<file path="src/rtl/plru_state_array.sv">
// plru_state_array
//   Per-set storage of tree-PLRU bits for a set-associative cache. The read
//   port feeds the PLRU manager's lru input; the manager's new_lru returns on
//   the update port. After reset every set is cleared by a one-set-per-cycle
//   init sweep, then registered reads (latency 1) and writes are serviced.
//
//   Optional build macro: PLRU_BYPASS_EN
//     defined   : same-edge read+update of one index returns upd_lru (write-first)
//     undefined : that read returns the pre-update stored value (read-first)
//
// Ports
//   clk           system clock, rising edge
//   rst_n         synchronous active-low reset
//   ready         high once the init sweep has completed
//   rd_valid      read request this cycle
//   rd_index      set to read
//   rd_lru_valid  rd_lru holds the result of last cycle's read
//   rd_lru        PLRU bits of the set requested the previous cycle
//   upd_valid     write request this cycle
//   upd_index     set to write
//   upd_lru       new PLRU bits for upd_index
module plru_state_array #(
  parameter int s_index = 3,
  parameter int s_way   = 2,
  localparam int lru_w  = 2**s_way - 1
) (
  input  logic               clk,
  input  logic               rst_n,
  output logic               ready,
  input  logic               rd_valid,
  input  logic [s_index-1:0] rd_index,
  output logic               rd_lru_valid,
  output logic [lru_w-1:0]   rd_lru,
  input  logic               upd_valid,
  input  logic [s_index-1:0] upd_index,
  input  logic [lru_w-1:0]   upd_lru
);

  localparam int num_sets = 2**s_index;

  typedef enum logic {
    INIT = 1'b0,
    RUN  = 1'b1
  } state_t;

  state_t             state;
  state_t             state_next;
  logic [s_index-1:0] counter;
  logic [lru_w-1:0]   mem [num_sets];

  logic               rd_fire;
  logic               upd_fire;
  logic               sweep_last;

  // State register
  always_ff @(posedge clk) begin
    if (!rst_n) begin
      state <= INIT;
    end else begin
      state <= state_next;
    end
  end

  // Next state and request qualification
  always_comb begin
    state_next = state;
    rd_fire    = 1'b0;
    upd_fire   = 1'b0;
    sweep_last = &counter;
    unique case (state)
      INIT: begin
        if (sweep_last) begin
          state_next = RUN;
        end
      end
      RUN: begin
        rd_fire  = rd_valid;
        upd_fire = upd_valid;
      end
      default: state_next = INIT;
    endcase
  end

  assign ready = (state == RUN);

  // Sweep counter: only advances in INIT; its value is irrelevant once RUN is reached
  always_ff @(posedge clk) begin
    if (!rst_n) begin
      counter <= '0;
    end else if (state == INIT) begin
      counter <= counter + 1'b1;
    end
  end

  // Array write port; contents untouched while rst_n is low
  always_ff @(posedge clk) begin
    if (rst_n) begin
      if (state == INIT) begin
        mem[counter] <= '0;
      end else if (upd_fire) begin
        mem[upd_index] <= upd_lru;
      end
    end
  end

  // Registered read port. The non-blocking array read sees the pre-update
  // value when an update to the same index lands on this edge.
  always_ff @(posedge clk) begin
    if (!rst_n) begin
      rd_lru_valid <= 1'b0;
      rd_lru       <= '0;
    end else begin
      rd_lru_valid <= rd_fire;
      if (rd_fire) begin
`ifdef PLRU_BYPASS_EN
        if (upd_fire && (upd_index == rd_index)) begin
          rd_lru <= upd_lru;
        end else begin
          rd_lru <= mem[rd_index];
        end
`else
        rd_lru <= mem[rd_index];
`endif
      end
    end
  end

endmodule

</file>
<file path="config.mk">
export PLATFORM = sky130hd
export DESIGN_NAME = plru_state_array
export DESIGN_NICKNAME = d
export VERILOG_FILES = /design/src/rtl/plru_state_array.sv
export SDC_FILE = /design/constraint.sdc
export NUM_CORES = 1
export LEC_CHECK = 0
export BUFFER_PORTS_ARGS = -buffer_cell sky130_fd_sc_hd__buf_4
export CAP_MARGIN = 20
export CORE_AREA = 4 4 63 50
export CTS_CLUSTER_SIZE = 30
export DETAILED_ROUTE_END_ITERATION = 12
export DIE_AREA = 0 0 67 54
export PLACE_DENSITY = 0.81
export SYNTH_ARGS = -nofsm -noshare
export SYNTH_HDL_FRONTEND = slang
export SYNTH_SLANG_ARGS = --single-unit
</file>
<file path="constraint.sdc">
create_clock -name clk -period 2.2 [get_ports clk]
set_input_delay 0.11 -clock clk [delete_from_list [all_inputs] [get_ports clk]]
set_output_delay 0.11 -clock clk [all_outputs]
set_load 0.01 [all_outputs]
</file>
==> impl_metrics.py, run 1 <==
metrics = {
    "critical_path": {
        "end_kind": "flop",
        "timing.rr.start": "ready$_SDFF_PN0_",
        "cp.arrival_ns": 1.77,
        "crit_type": "flop to flop",
        "critPathLaunchType": "flop",
        "required_ns": 2.17,
        "worstSetupStartpoint": "ready$_SDFF_PN0_",
        "crit_path_max_fanout": 7,
    },
    "synth": {
        "ys_seq_elements": 32,
        "synth_area_sq_mm": 0.00136,
        "synth_top_area_frac": 0.532,
        "yosysWarnings": 0,
        "syn_area_per_cell_sq_um": 15.1,
        "seq_area_frac_synth": 0.650,
        "synth_area_leaders": "edfxtp_1 (53%), dfxtp_1 (12%), mux2i_1 (12%)",
        "syn_inst": 90,
        "syn_nets": 105,
        "yosys.area.top_type": "edfxtp_1",
        "synth_cell_types": 19,
    },
    "cts": {
        "cts.reportedPaths.clkPinSlew_ns": 0.09,
        "ctsHoldBuffers": 0,
        "cts_root_buffer": "clkbuf_4",
        "cts_tree": "built",
        "post_cts_resize_count": 0,
        "cts.sinks": 32,
        "clockBufferDepth": 2,
        "cts_setup_buffers": 0,
        "ctsHtreeMaxLevel": 2,
        "cts_buffers": 5,
        "worstSkewPairLatency_ns": 0.32,
    },
    "detailed_routing": {
        "routedWlPerCell_um": 15.3,
        "drc": 0,
        "drt-initial-drc-count": 67,
        "ant_nets": 0,
        "vias_per_cell": 5.35,
        "via_count": 792,
        "drt-total-wl_um": 2260,
        "firstDrtPassIters": 6,
    },
    "sta": {
        "setup_violations": 0,
        "setup_ws_ns": 0.403,
        "maxSlewViolCount": 0,
        "fin_crit_ns": 1.80,
        "fin_crit_sh": 0.817,
        "fin_hold_ws_ns": 0.0359,
        "relSlewSlack": 0.636,
        "clock_skew_ns": 0.00598,
        "fmax_mhz": 556,
        "rsz0062_at_grt": "no",
        "hold_viol_final": 0,
        "totalNegativeSetupSlack_ns": 0,
        "worst_pin_slew_ns": 0.541,
    },
    "floorplan": {
        "core_sq_mm": 0.00254,
        "dieArea_sq_mm": 0.00362,
        "start_util": 0.533,
        "io_pins": 18,
        "fp.dieW_um": 67,
        "num_rows": 16,
        "die-height_um": 54,
    },
    "power": {
        "leakage_nw": 0.570,
        "power_density_mw_per_mm2": 678,
        "ir_worst_vdd_v": 0.000385,
    },
    "hold_path": {
        "hp-start": "rd_valid",
        "worstHoldPathType": "primary input to flop",
    },
    "placed_design": {
        "dpl_cell_area_sq_mm": 0.00151,
        "portBuffers": 17,
        "hpwl_um": 1710,
        "gp_congestion": 0.743,
        "place_ws_ns": 0.434,
    },
    "layout": {
        "postLayoutCellArea_sq_mm": 0.00156,
        "final_layout_size_suffix_gt1_frac": 0.250,
        "final_common_cell": "edfxtp_1",
        "final_cell_mix": "edfxtp_1 (24), buf_4 (18), mux2i_1 (16)",
        "antennaDiodeCount": 0,
        "regArea_sq_um": 881,
        "syn2layout_area_growth_pct": 15.2,
        "final_nets": 126,
        "multi_input_area_sq_um": 452,
        "post-route-util": 0.614,
        "nFillCells": 197,
    },
    "global_routing": {
        "grt_first_pass_wirelength_um": 3830,
        "grt_overflow": 0,
        "grtUsageTotal": 0.155,
        "antenna_found_initial": 0,
        "grt_pass1_vias": 790,
        "grt_max_degree": 13,
    },
    "run": {
        "cap_violations": 0,
    },
    "run_status": {
        "outcome": "completed",
    },
}
-- synthesized netlist by cell type (all sizes together) --
library cell  number
dfxtp              8
and3               3
nor3b              1
nor2               1
mux2               2
and3b              1
edfxtp            24
mux4               3
o21ai              5
nor2b              4
and2               4
ha                 2
o21a               1
a21oi              3
mux2i             16
clkbuf             3
nor3               8
buf                1
-- path summary, 6_finish.rpt --
| kind | endpoint | depth (start not counted) | slack [ns] |
|---|---|---|---|
| min reg2reg | rd_lru[0]$_SDFFE_PN0P_ | 2 | 0.55 |
| max reg2reg | mem[2][1]$_DFFE_PP_ | 3 | 0.40 |
| max | mem[2][1]$_DFFE_PP_ | 3 | 0.40 |
| min | rd_lru_valid$_SDFF_PN0_ | 2 | 0.04 |
-- power by group --
part | internal [mW] | total, mW | switching [mW]
Combinational | 0.0445 | 0.0881 | 0.0436
Sequential | 0.663 | 0.673 | 0.00969
Clock | 0.123 | 0.297 | 0.175
Total | 0.830 | 1.06 | 0.228
-- through the flow --
step	power, mW	instances
after floorplan	0.739	90
after global placement	0.771	140
after detailed placement	0.775	140
after CTS	1.07	148
after global routing	1.11	148
final	1.06	148
-- cell families (layout without fill, tap and decap cells) --
| family | after synthesis | count (layout) | share of synthesized area |
|---|---|---|---|
| DFF | 32 | 32 | 0.650 |
| and+or+nand+nor | 22 | 22 | 0.0951 |
| muxes | 21 | 21 | 0.185 |
| AOI/OAI and AO/OA | 9 | 9 | 0.0351 |
| buffers and inverters | 4 | 26 | 0.0166 |
| adders and majority gates | 2 | 2 | 0.0185 |
-- state kept, by name, summed over array words and instances, names as in the netlist --
register	count
mem	24
counter	3
rd_lru	3
rd_lru_valid	1
ready	1
-- critical path, cell delays in order (launching register included) --
cell	delay, ns
dfxtp_1	0.33
and3_1	0.31
mux2_2	0.41
nor3_1	0.40
-- final cells by class --
class                   instances  share of cell area
flip-flops and latches         32               0.564
multi-input cells              54               0.289
repair buffers                 18              0.0865
clock buffers                   7              0.0288
well taps                      36              0.0288
clock inverters                 1             0.00240
-- metal layers --
layer / share of wire / track usage / wire length [um]
met2: 0.46 / 0.245 / 1040
met3: 0.078 / 0.0522 / 176
met5: 0 / 0 / 0
met4: 0.0044 / 0.0707 / 10
met1: 0.46 / 0.194 / 1040
Power figures use the tool's default switching activity.
==> run 2: changes to the inputs <==
- clock period: 2.2 -> 1.8 ns (I/O delays scaled with it)
==> run 2 against run 1 <==
Via count is 0.63% lower. Power is 40% higher. Critical path depth unchanged. Critical path type unchanged. Critical endpoint is now mem[4][1]$_DFFE_PP_. Highest routed layer unchanged.
==> impl_metrics.py, run 2 (synthesized netlist as in run 1, its figures left out) <==
metrics = {
    "run_status": {
        "outcome": "completed",
    },
    "floorplan": {
        "start_util": 0.533,
        "core_sq_mm": 0.00254,
        "io_pins": 18,
        "die-height_um": 54,
        "dieArea_sq_mm": 0.00362,
        "fp.dieW_um": 67,
        "num_rows": 16,
    },
    "sta": {
        "fin_crit_sh": 0.948,
        "rsz0062_at_grt": "yes",
        "maxSlewViolCount": 0,
        "worst_pin_slew_ns": 0.557,
        "fin_hold_ws_ns": 0.0114,
        "setup_violations": 0,
        "relSlewSlack": 0.625,
        "fin_crit_ns": 1.71,
        "hold_viol_final": 0,
        "clock_skew_ns": 0.00590,
        "fmax_mhz": 586,
    },
    "detailed_routing": {
        "vias_per_cell": 5.28,
        "firstDrtPassIters": 4,
        "ant_nets": 0,
        "drc": 0,
        "drt-initial-drc-count": 37,
        "drt-total-wl_um": 2480,
        "via_count": 787,
        "routedWlPerCell_um": 16.6,
    },
    "layout": {
        "regArea_sq_um": 881,
        "final_cell_mix": "edfxtp_1 (24), buf_4 (19), mux2i_1 (16)",
        "final_common_cell": "edfxtp_1",
        "regMostFlops": "mem",
        "largest_reg_flops": 24,
        "final_layout_size_suffix_gt1_frac": 0.310,
        "top_regs": "mem: 24 flops, counter: 3 flops, rd_lru: 3 flops",
        "multi_input_area_sq_um": 467,
        "syn2layout_area_growth_pct": 19.2,
        "postLayoutCellArea_sq_mm": 0.00162,
        "antennaDiodeCount": 0,
        "nFillCells": 199,
        "final_nets": 127,
    },
    "placed_design": {
        "dpl_cell_area_sq_mm": 0.00152,
        "gp_congestion": 0.687,
        "portBuffers": 17,
    },
    "cts": {
        "cts_root_buffer": "clkbuf_4",
        "cts_setup_buffers": 0,
        "worstSkewPairLatency_ns": 0.33,
        "cts.sinks": 32,
        "ctsHtreeMaxLevel": 2,
        "clockBufferDepth": 2,
        "ctsHoldBuffers": 0,
        "cts_buffers": 5,
        "cts.reportedPaths.clkPinSlew_ns": 0.10,
        "cts_tree": "built",
    },
    "critical_path": {
        "worstPathCellList": "and3_1 > mux2_2 > nor3_1",
        "cp_slowest_cell": "nor3_1",
        "end_kind": "flop",
        "cp.arrival_ns": 1.70,
        "required_ns": 1.79,
        "cpPeakStageDelay_ns": 0.42,
        "crit_path_max_fanout": 4,
        "critPathLaunchType": "flop",
        "crit_type": "flop to flop",
    },
    "global_routing": {
        "grt_pass1_vias": 813,
        "antenna_found_initial": 0,
        "grtUsageTotal": 0.159,
        "grt_max_degree": 13,
        "grt_first_pass_wirelength_um": 4020,
        "grt_overflow": 0,
    },
    "hold_path": {
        "worstHoldPathType": "primary input to flop",
    },
    "power": {
        "ir_worst_vdd_v": 0.000564,
        "leakage_nw": 0.595,
        "finalPower_mw": 1.48,
        "power_density_mw_per_mm2": 916,
    },
    "run": {
        "cap_violations": 0,
    },
}
-- run 2: cell count changes in the layout (fill, tap and decap cells not counted), sizes merged --
cell and change:
clkinvlp +1, buf +1, bufinv +1, clkbuf -2
-- run 2: critical path: cells and delay by family, from the launching register on --
family / cells / cell delay, ns
multiplexers: 1 / 0.41
AND/OR/NAND/NOR: 2 / 0.63
flip-flops: 1 / 0.34
-- run 2: layout make-up --
| cell class | instances | area share |
|---|---|---|
| Sequential cell | 32 | 0.545 |
| Multi-Input combinational cell | 54 | 0.289 |
| Timing Repair Buffer | 19 | 0.0883 |
| Tap cell | 36 | 0.0279 |
| Clock inverter | 3 | 0.0263 |
| Clock buffer | 5 | 0.0232 |
-- run 2: through the flow --
stage / TNS (ns) / worst slack (ns) / std cells / utilization
after global placement: 0 / 0.0684 / 141 / 0.598
after detailed placement: -0.0321 / -0.0108 / 141 / 0.598
after global routing: 0 / 0.000412 / 149 / 0.635
after CTS: 0 / 0.0216 / 149 / 0.631
after floorplan: -0.115 / -0.00965 / 90 / -
final: 0 / 0.0935 / 149 / 0.635
-- run 2: worst paths after layout --
kind	from	end	slack [ns]	depth (start not counted)
worst max-delay path	ready$_SDFF_PN0_	mem[4][1]$_DFFE_PP_	0.09	3
worst min register to register	rd_lru[1]$_SDFFE_PN0P_	rd_lru[1]$_SDFFE_PN0P_	0.56	2
worst min-delay path	rd_valid	rd_lru_valid$_SDFF_PN0_	0.01	2
worst max register to register	ready$_SDFF_PN0_	mem[4][1]$_DFFE_PP_	0.09	3
-- run 2: where the power goes --
| part | leakage (nW) | internal, mW | switching (mW) | total [mW] |
|---|---|---|---|---|
| Clock | 0.0412 | 0.289 | 0.253 | 0.543 |
| Sequential | 0.256 | 0.810 | 0.0119 | 0.822 |
| Combinational | 0.297 | 0.0560 | 0.0588 | 0.115 |
-- run 2: metal layers --
| layer | GRT usage | vias to the layer above | share of wire |
|---|---|---|---|
| li1 | - | 388 | - |
| met1 | 0.204 | 369 | 0.47 |
| met2 | 0.250 | 25 | 0.45 |
| met3 | 0.0480 | 5 | 0.064 |
| met4 | 0.0707 | 0 | 0.014 |
| met5 | 0 | - | 0 |
-- run 2: repair_timing --
item / CTS / global route
hold endpoints to repair: 0 / 0
setup endpoints to repair: 3 / 4
gates resized for setup: 1 / 2
